--- config.mk ---
export PLATFORM = sky130hd
export DESIGN_NAME = gate_arbiter
export DESIGN_NICKNAME = d
export VERILOG_FILES = /design/src/rtl/gate_arb_pkg.sv /design/src/rtl/logic_unit.sv /design/src/rtl/gate_arbiter.sv
export SDC_FILE = /design/constraint.sdc
export NUM_CORES = 1
export LEC_CHECK = 0
export ABC_CLOCK_PERIOD_IN_PS = 3400
export CAP_MARGIN = 10
export CORE_MARGIN = 2
export CORE_UTILIZATION = 47
export DETAILED_ROUTE_END_ITERATION = 16
export GPL_ROUTABILITY_DRIVEN = 0
export MAX_ROUTING_LAYER = met4
export PLACE_DENSITY = 0.95
export SLEW_MARGIN = 15
export SYNTH_ARGS = -nofsm -noshare
export SYNTH_HDL_FRONTEND = slang
export SYNTH_SLANG_ARGS = --single-unit
--- constraint.sdc ---
create_clock -name clk -period 3.4 [get_ports clk]
set_clock_uncertainty 0.2 [all_clocks]
set_input_delay 0.68 -clock clk [delete_from_list [all_inputs] [get_ports clk]]
set_output_delay 0.68 -clock clk [all_outputs]
set_load 0.01 [all_outputs]
--- src/rtl/gate_arb_pkg.sv ---
// Shared definitions for the round-robin gated AND arbiter: FSM encodings
// and the default requester count / operand width.
package gate_arb_pkg;

    localparam int N_REQ_DEF = 4;
    localparam int W_DEF     = 8;

    typedef enum logic [1:0] {
        ST_IDLE = 2'b00,
        ST_EXEC = 2'b01,
        ST_DONE = 2'b10
    } state_t;

endpackage

--- src/rtl/logic_unit.sv ---
// Shared combinational resource: W-bit bitwise AND of two operands.
module logic_unit #(
    parameter int W = 8
) (
    input  logic [W-1:0] i_a,
    input  logic [W-1:0] i_b,
    output logic [W-1:0] o_y
);

    assign o_y = i_a & i_b;

endmodule

--- src/rtl/gate_arbiter.sv ---
// Round-robin arbiter granting N_REQ requesters one at a time access to a
// single shared AND unit; each operation takes grant, execute and done cycles.
module gate_arbiter
    import gate_arb_pkg::*;
#(
    parameter int N_REQ = N_REQ_DEF,
    parameter int W     = W_DEF
) (
    input  logic                     clk,
    input  logic                     rst,
    input  logic [N_REQ-1:0]         req,
    input  logic [N_REQ*W-1:0]       a_in,
    input  logic [N_REQ*W-1:0]       b_in,
    output logic [N_REQ-1:0]         gnt,
    output logic [W-1:0]             q,
    output logic                     q_valid,
    output logic [$clog2(N_REQ)-1:0] q_id,
    output logic                     busy
);

    localparam int IW = $clog2(N_REQ);

    state_t           r_state;
    logic [N_REQ-1:0] r_gnt;
    logic [W-1:0]     r_q;
    logic             r_q_valid;
    logic [IW-1:0]    r_q_id;
    logic             r_busy;
    logic [IW-1:0]    r_ptr;
    logic [IW-1:0]    r_idx;
    logic [W-1:0]     r_a_lat;
    logic [W-1:0]     r_b_lat;

    logic             w_found;
    logic [IW-1:0]    w_cand;
    logic [IW-1:0]    w_win;
    logic [N_REQ-1:0] w_gnt_nxt;
    logic [W-1:0]     w_a_sel;
    logic [W-1:0]     w_b_sel;
    logic [W-1:0]     w_and;

    logic_unit #(.W(W)) u_logic_unit (
        .i_a (r_a_lat),
        .i_b (r_b_lat),
        .o_y (w_and)
    );

    // Round-robin winner search starting just above the last served requester
    always_comb begin
        w_found   = 1'b0;
        w_cand    = '0;
        w_win     = '0;
        w_gnt_nxt = '0;
        w_a_sel   = '0;
        w_b_sel   = '0;
        for (int off = 1; off <= N_REQ; off++) begin
            w_cand  = IW'((int'(r_ptr) + off) % N_REQ);
            w_win   = (!w_found && req[w_cand]) ? w_cand : w_win;
            w_found = w_found | req[w_cand];
        end
        w_gnt_nxt[w_win] = 1'b1;
        for (int i = 0; i < N_REQ; i++) begin
            w_a_sel = (w_win == IW'(i)) ? a_in[i*W +: W] : w_a_sel;
            w_b_sel = (w_win == IW'(i)) ? b_in[i*W +: W] : w_b_sel;
        end
    end

    // Operation sequencer with registered grant, result and status outputs
    always_ff @(posedge clk or posedge rst) begin
        if (rst) begin
            r_state   <= ST_IDLE;
            r_gnt     <= '0;
            r_q       <= '0;
            r_q_valid <= 1'b0;
            r_q_id    <= '0;
            r_busy    <= 1'b0;
            r_ptr     <= IW'(N_REQ - 1);
            r_idx     <= '0;
            r_a_lat   <= '0;
            r_b_lat   <= '0;
        end else begin
            r_q_valid <= 1'b0;
            case (r_state)
                ST_IDLE: begin
                    if (w_found) begin
                        r_gnt   <= w_gnt_nxt;
                        r_idx   <= w_win;
                        r_a_lat <= w_a_sel;
                        r_b_lat <= w_b_sel;
                        r_busy  <= 1'b1;
                        r_state <= ST_EXEC;
                    end else begin
                        r_gnt   <= '0;
                        r_busy  <= 1'b0;
                        r_state <= ST_IDLE;
                    end
                end
                ST_EXEC: begin
                    r_q     <= w_and;
                    r_state <= ST_DONE;
                end
                ST_DONE: begin
                    r_q_valid <= 1'b1;
                    r_q_id    <= r_idx;
                    r_ptr     <= r_idx;
                    r_gnt     <= '0;
                    r_busy    <= 1'b0;
                    r_state   <= ST_IDLE;
                end
                default: begin
                    // Unreachable encoding: fall back to a quiet idle
                    r_gnt   <= '0;
                    r_busy  <= 1'b0;
                    r_state <= ST_IDLE;
                end
            endcase
        end
    end

    assign gnt     = r_gnt;
    assign q       = r_q;
    assign q_valid = r_q_valid;
    assign q_id    = r_q_id;
    assign busy    = r_busy;

endmodule

==> results of run 1 <==
==> power by group <==
part,switching (mW),internal [mW],total (mW)
registers,0.138,0.684,0.822
logic,0.662,0.605,1.27
clock network,0.153,0.163,0.317
total,0.953,1.45,2.41
==> tightest hold or removal path: cells and delay by family (launching register included) <==
family           cells  cell delay, ns
AND/OR/NAND/NOR      2            0.10
flip-flops           1            0.34
==> metrics by stage <==
step                      hold WS, ns  total power [mW]
after floorplan                 0.250              1.64
after global placement          0.250              2.02
after detailed placement        0.255              2.08
after CTS                       0.271              2.40
after global routing            0.292              2.57
final                           0.268              2.41
==> worst paths after layout <==
| check | from | slack (ns) | end | cells past startpoint |
|---|---|---|---|---|
| max | req[1] | 0.53 | r_b_lat[5] | 7 |
| min | q[3] | 0.27 | q[3] | 2 |
| max reg2reg | r_ptr[1] | 1.09 | r_b_lat[5] | 5 |
| min reg2reg | q[3] | 0.27 | q[3] | 2 |
| max in group asynchronous | rst | 2.07 | r_ptr[0] | 3 |
| min in group asynchronous | rst | 0.58 | q_valid | 3 |
==> cell usage after synthesis, drive strengths merged <==
library cell	n	area, um2
mux2i	4	40.0
a21bo	1	10.0
inv	18	70.1
clkbuf	11	41.3
nor2	5	18.8
a2bb2oi	13	114
nor3	18	101
buf	8	57.6
o31a	13	114
a22o	2	17.5
nor4	1	6.26
or3b	1	8.76
a211oi	6	45.0
nor3b	1	12.5
o211ai	13	143
o32ai	1	8.76
o21ai	18	93.8
nand2	59	221
nand3	8	40.0
dfrtp	36	901
or2	1	6.26
or3	2	12.5
a21oi	3	15.0
o22ai	1	6.26
nand2b	5	31.3
dfstp	2	52.6
==> registers in the layout, summed over array words and instances (netlist names) <==
name / count
gnt: 4
busy: 1
r_b_lat: 8
q_id: 2
r_ptr: 2
r_state: 2
q_valid: 1
r_idx: 2
q: 8
r_a_lat: 8
==> logic make-up after synthesis <==
group,after synthesis,share of synthesized area
AND/OR/NAND/NOR,101,0.210
AO/OA/AOI/OAI,71,0.259
flip-flops,38,0.436
buffers and inverters,37,0.0772
multiplexers,4,0.0183
==> cell type report <==
type                       instances  share of cell area
multi-input combinational        176               0.340
sequential                        38               0.302
timing repair buffer              92               0.286
clock buffer                       7              0.0273
inverter                          18              0.0222
tap                               52              0.0206
clock inverter                     1             0.00159
==> metal layers <==
layer,up-vias,routed length [um]
met5,-,0
met4,0,123
met3,16,355
met2,91,2820
met1,1004,2640
li1,1044,-
==> reports/metrics.yaml, run 1 <==
placed_design:
  dp_cells: 376
  dp_worst_setup_slack_ns: 0.234
  portBuffers: 85
  dpl_cell_area_um2: 3070
  dpl.hpwl_um: 4490
yosys:
  syn_area_um2: 2190
  synth.avg_cell_area_um2: 8.72
  yosysSeqAreaShare: 0.436
  syn_inst: 251
  ys_types: 33
  syn_nets: 321
  synth_seq_cells: 38
  synth_warnings: 0
setup_path:
  crit_chain: "clkdlybuf4s50_1 > nor4_1 > or3_1 > inv_4 > o21ai_2 > or2_1 > o211ai_1"
  startpoint_type: "input port"
  cp_top_family: "simple AND/OR/NAND/NOR gates"
  crit_slowest_cell: "clkdlybuf4s50_1"
  crit_buf_inv: 2
  path_class: "in -> reg"
  worst_ep_required_time_ns: 3.40
  cp_data_arrival_time_ns: 2.88
  worstSetupEndpointType: "flop"
  cp_max_fo: 19
  slowest_delay_ns: 0.59
final_layout:
  final_cell_mix: "clkdlybuf4s50_1 (85), nand2_1 (59), dfrtp_1 (36), inv_1 (17), nor3_1 (17)"
  multiInputGateArea_um2: 1070
  seq_area_um2: 953
  layout-drive-gt1-share: 0.0994
  final_net_count: 401
  final_common_cell: "clkdlybuf4s50_1"
  area_growth_pct: 44.3
  num-fill-cells: 329
  fin_cells: 384
  fin_util: 0.715
  antenna_cells: 0
  fin_area_um2: 3160
run:
  max_cap_violations: 0
pwr:
  p_leak_nw: 1.41
  ir_drop_uv: 342
  power_density_nw_per_um2: 762
timing:
  timing.final.crit_share: 0.844
  fin_setup_tns_ns: 0
  layout_setup_ws_ns: 0.529
  worst_pin_slew_ns: 0.647
  slew_headroom: 0.569
  rsz0062_at_grt: "no"
  hold_violations: 0
  max_freq_mhz: 348
  finalMaxSlewViolations: 0
  period_minus_slack_ns: 2.87
  setup_violations: 0
grt:
  grt_overflow: 0
  top_usage_layer: "met2"
  grt_pass1_vias: 2062
  grt_max_degree: 39
  grt_pass1_wl_um: 9750
  gr-usage-met2: 0.366
  grtUsageMet1: 0.349
  met3_usage: 0.0333
  antenna_found_initial: 0
  track_usage: 0.250
cts:
  cts_buffers: 5
  cts.sinks: 38
  cts_tree: "done"
  clkTransAtPathRegs_ns: 0.07
  insertion_delay_ns: 0.29
  clk_path_buf_depth: 2
  cts_root_buffer: "clkbuf_8"
  htree_num_levels: 2
  cts_hold_buffers: 0
  cts_setup_buffers: 0
  post_cts_resized: 0
outcome:
  outcome: "complete, no violations"
floorplan:
  io_pins: 86
  start_util: 0.496
  die_x_um: 72.2
  core-area_um2: 4410
  num_rows: 24
  die_h_um: 72.2
  die-area_um2: 5220
routing:
  wl_um: 5940
  route.detailed.drc: 0
  routed-via-count: 2155
  drtAntennaViolNets: 0
  via_per_inst: 5.61
  drt-initial-drc-count: 183
  dr.pass1.iters: 4
  wl_per_cell_um: 15.5
hold_path:
  hold_class: "reg -> reg"
Power figures use the tool's default switching activity.
==> run 2: changes to the inputs <==
--- a/config.mk
+++ b/config.mk
@@ -5,14 +5,14 @@
 export SDC_FILE = /design/constraint.sdc
 export NUM_CORES = 1
 export LEC_CHECK = 0
-export ABC_CLOCK_PERIOD_IN_PS = 3400
+export ABC_CLOCK_PERIOD_IN_PS = 2700
 export CAP_MARGIN = 10
 export CORE_MARGIN = 2
-export CORE_UTILIZATION = 47
+export CORE_UTILIZATION = 44
 export DETAILED_ROUTE_END_ITERATION = 16
 export GPL_ROUTABILITY_DRIVEN = 0
 export MAX_ROUTING_LAYER = met4
-export PLACE_DENSITY = 0.95
+export PLACE_DENSITY = 0.93
 export SLEW_MARGIN = 15
 export SYNTH_ARGS = -nofsm -noshare
 export SYNTH_HDL_FRONTEND = slang
==> constraint.sdc (replaced) <==
create_clock -name clk -period 2.7 [get_ports clk]
set_clock_uncertainty 0.2 [all_clocks]
set_input_delay 0.54 -clock clk [delete_from_list [all_inputs] [get_ports clk]]
set_output_delay 0.54 -clock clk [all_outputs]
set_load 0.01 [all_outputs]
==> run 2 against run 1 <==
Compared with the run above:
- die area grew 6.4%
- combinational power up 39%
- sequential share of layout area fell by 1.6 points
- sequential power is 27% higher
- power increased by 33%
==> reports/metrics.yaml, run 2 (synthesized netlist as in run 1, its figures left out) <==
placed_design:
  dp_cells: 408
  portBuffers: 85
  dpl.hpwl_um: 4940
  dp_worst_setup_slack_ns: -0.0324
routing:
  via_per_inst: 5.42
  drt-initial-drc-count: 160
  routed-via-count: 2255
  wl_um: 6450
  drtAntennaViolNets: 0
  route.detailed.drc: 0
  wl_per_cell_um: 15.5
  dr.pass1.iters: 5
setup_path:
  startpoint_type: "input port"
  cp_data_arrival_time_ns: 2.45
  path_class: "in -> reg"
  worstSetupEndpointType: "flop"
  worst_ep_required_time_ns: 2.71
  cp_max_fo: 8
cts:
  htree_num_levels: 2
  post_cts_resized: 0
  cts_setup_buffers: 0
  cts_hold_buffers: 0
  cts_root_buffer: "clkbuf_8"
  cts_buffers: 5
  cts.sinks: 38
  insertion_delay_ns: 0.29
  clk_path_buf_depth: 2
  clkTransAtPathRegs_ns: 0.07
  cts_tree: "done"
final_layout:
  area_growth_pct: 52.1
  fin_cells: 416
  num-fill-cells: 376
  layout-drive-gt1-share: 0.143
  final_common_cell: "clkdlybuf4s50_1"
  final_net_count: 418
  antenna_cells: 0
  final_cell_mix: "clkdlybuf4s50_1 (85), nand2_1 (59), dfrtp_1 (36), buf_4 (22)"
grt:
  grt_pass1_vias: 2153
  grt_pass1_wl_um: 10300
  grt_overflow: 0
  track_usage: 0.256
  antenna_found_initial: 0
  grt_max_degree: 39
floorplan:
  die_h_um: 74.5
  num_rows: 25
  die_x_um: 74.5
  start_util: 0.460
  io_pins: 86
  core-area_um2: 4750
  die-area_um2: 5550
run:
  max_cap_violations: 0
outcome:
  outcome: "complete, no violations"
pwr:
  p_leak_nw: 1.50
  ir_drop_uv: 473
  power_density_nw_per_um2: 963
  power_mw: 3.21
timing:
  timing.final.crit_share: 0.904
  period_minus_slack_ns: 2.44
  hold_ws_ns: 0.270
  max_freq_mhz: 410
  rsz0062_at_grt: "no"
  hold_violations: 0
  layout_setup_ws_ns: 0.259
  slew_headroom: 0.671
  finalMaxSlewViolations: 0
  worst_pin_slew_ns: 0.494
  setup_violations: 0
  fin_setup_tns_ns: 0
hold_path:
  hold_class: "reg -> reg"
==> run 2: worst max-delay path, stage by stage <==
cell	delay, ns
clkdlybuf4s50_1	0.57
nor4_1	0.08
or3_1	0.43
inv_4	0.12
o21ai_2	0.09
or2_1	0.30
buf_12	0.16
o211ai_1	0.15
==> run 2: stage by stage <==
stage | instance area, um2 | util
3_5_place_dp | 3240 | 0.681
4_1_cts | 3330 | 0.700
6_report | 3330 | 0.700
5_1_grt | 3330 | 0.700
3_3_place_gp | 3240 | 0.681
2_1_floorplan | 2190 | -
==> run 2: layout make-up <==
cell class                 instances  area, um2  area share
multi-input combinational        176       1070       0.323
timing repair buffer             109       1060       0.317
clock buffer                       7       86.3      0.0259
tap                               67       83.8      0.0252
inverter                          18       70.1      0.0211
clock inverter                     1       5.00     0.00150
sequential                        38        953       0.286
==> run 2: per-layer routing <==
| metal | GRT usage | up-vias | share of wire |
|---|---|---|---|
| li1 | - | 1074 | - |
| met1 | 0.329 | 1054 | 0.43 |
| met2 | 0.400 | 113 | 0.47 |
| met3 | 0.0501 | 14 | 0.080 |
| met4 | 0.0952 | 0 | 0.023 |
| met5 | - | - | 0 |
==> run 2: report_power, final <==
part | switching [mW] | internal [mW] | leakage, nW | total, mW
registers | 0.177 | 0.862 | 0.474 | 1.04
clock network | 0.198 | 0.206 | 0.0482 | 0.404
logic | 0.872 | 0.891 | 0.982 | 1.76
total | 1.25 | 1.96 | 1.50 | 3.21
==> run 2: worst paths after layout <==
| kind | start | to | slack [ns] | depth (start not counted) |
|---|---|---|---|---|
| worst max-delay path | req[0] | r_b_lat[3] | 0.26 | 8 |
| worst min-delay path | q[6] | q[6] | 0.27 | 2 |
| worst max register to register | r_ptr[1] | r_b_lat[3] | 0.58 | 6 |
| worst min register to register | q[6] | q[6] | 0.27 | 2 |
| max in group asynchronous | rst | r_ptr[1] | 1.50 | 3 |
| min in group asynchronous | rst | q[5] | 0.45 | 3 |
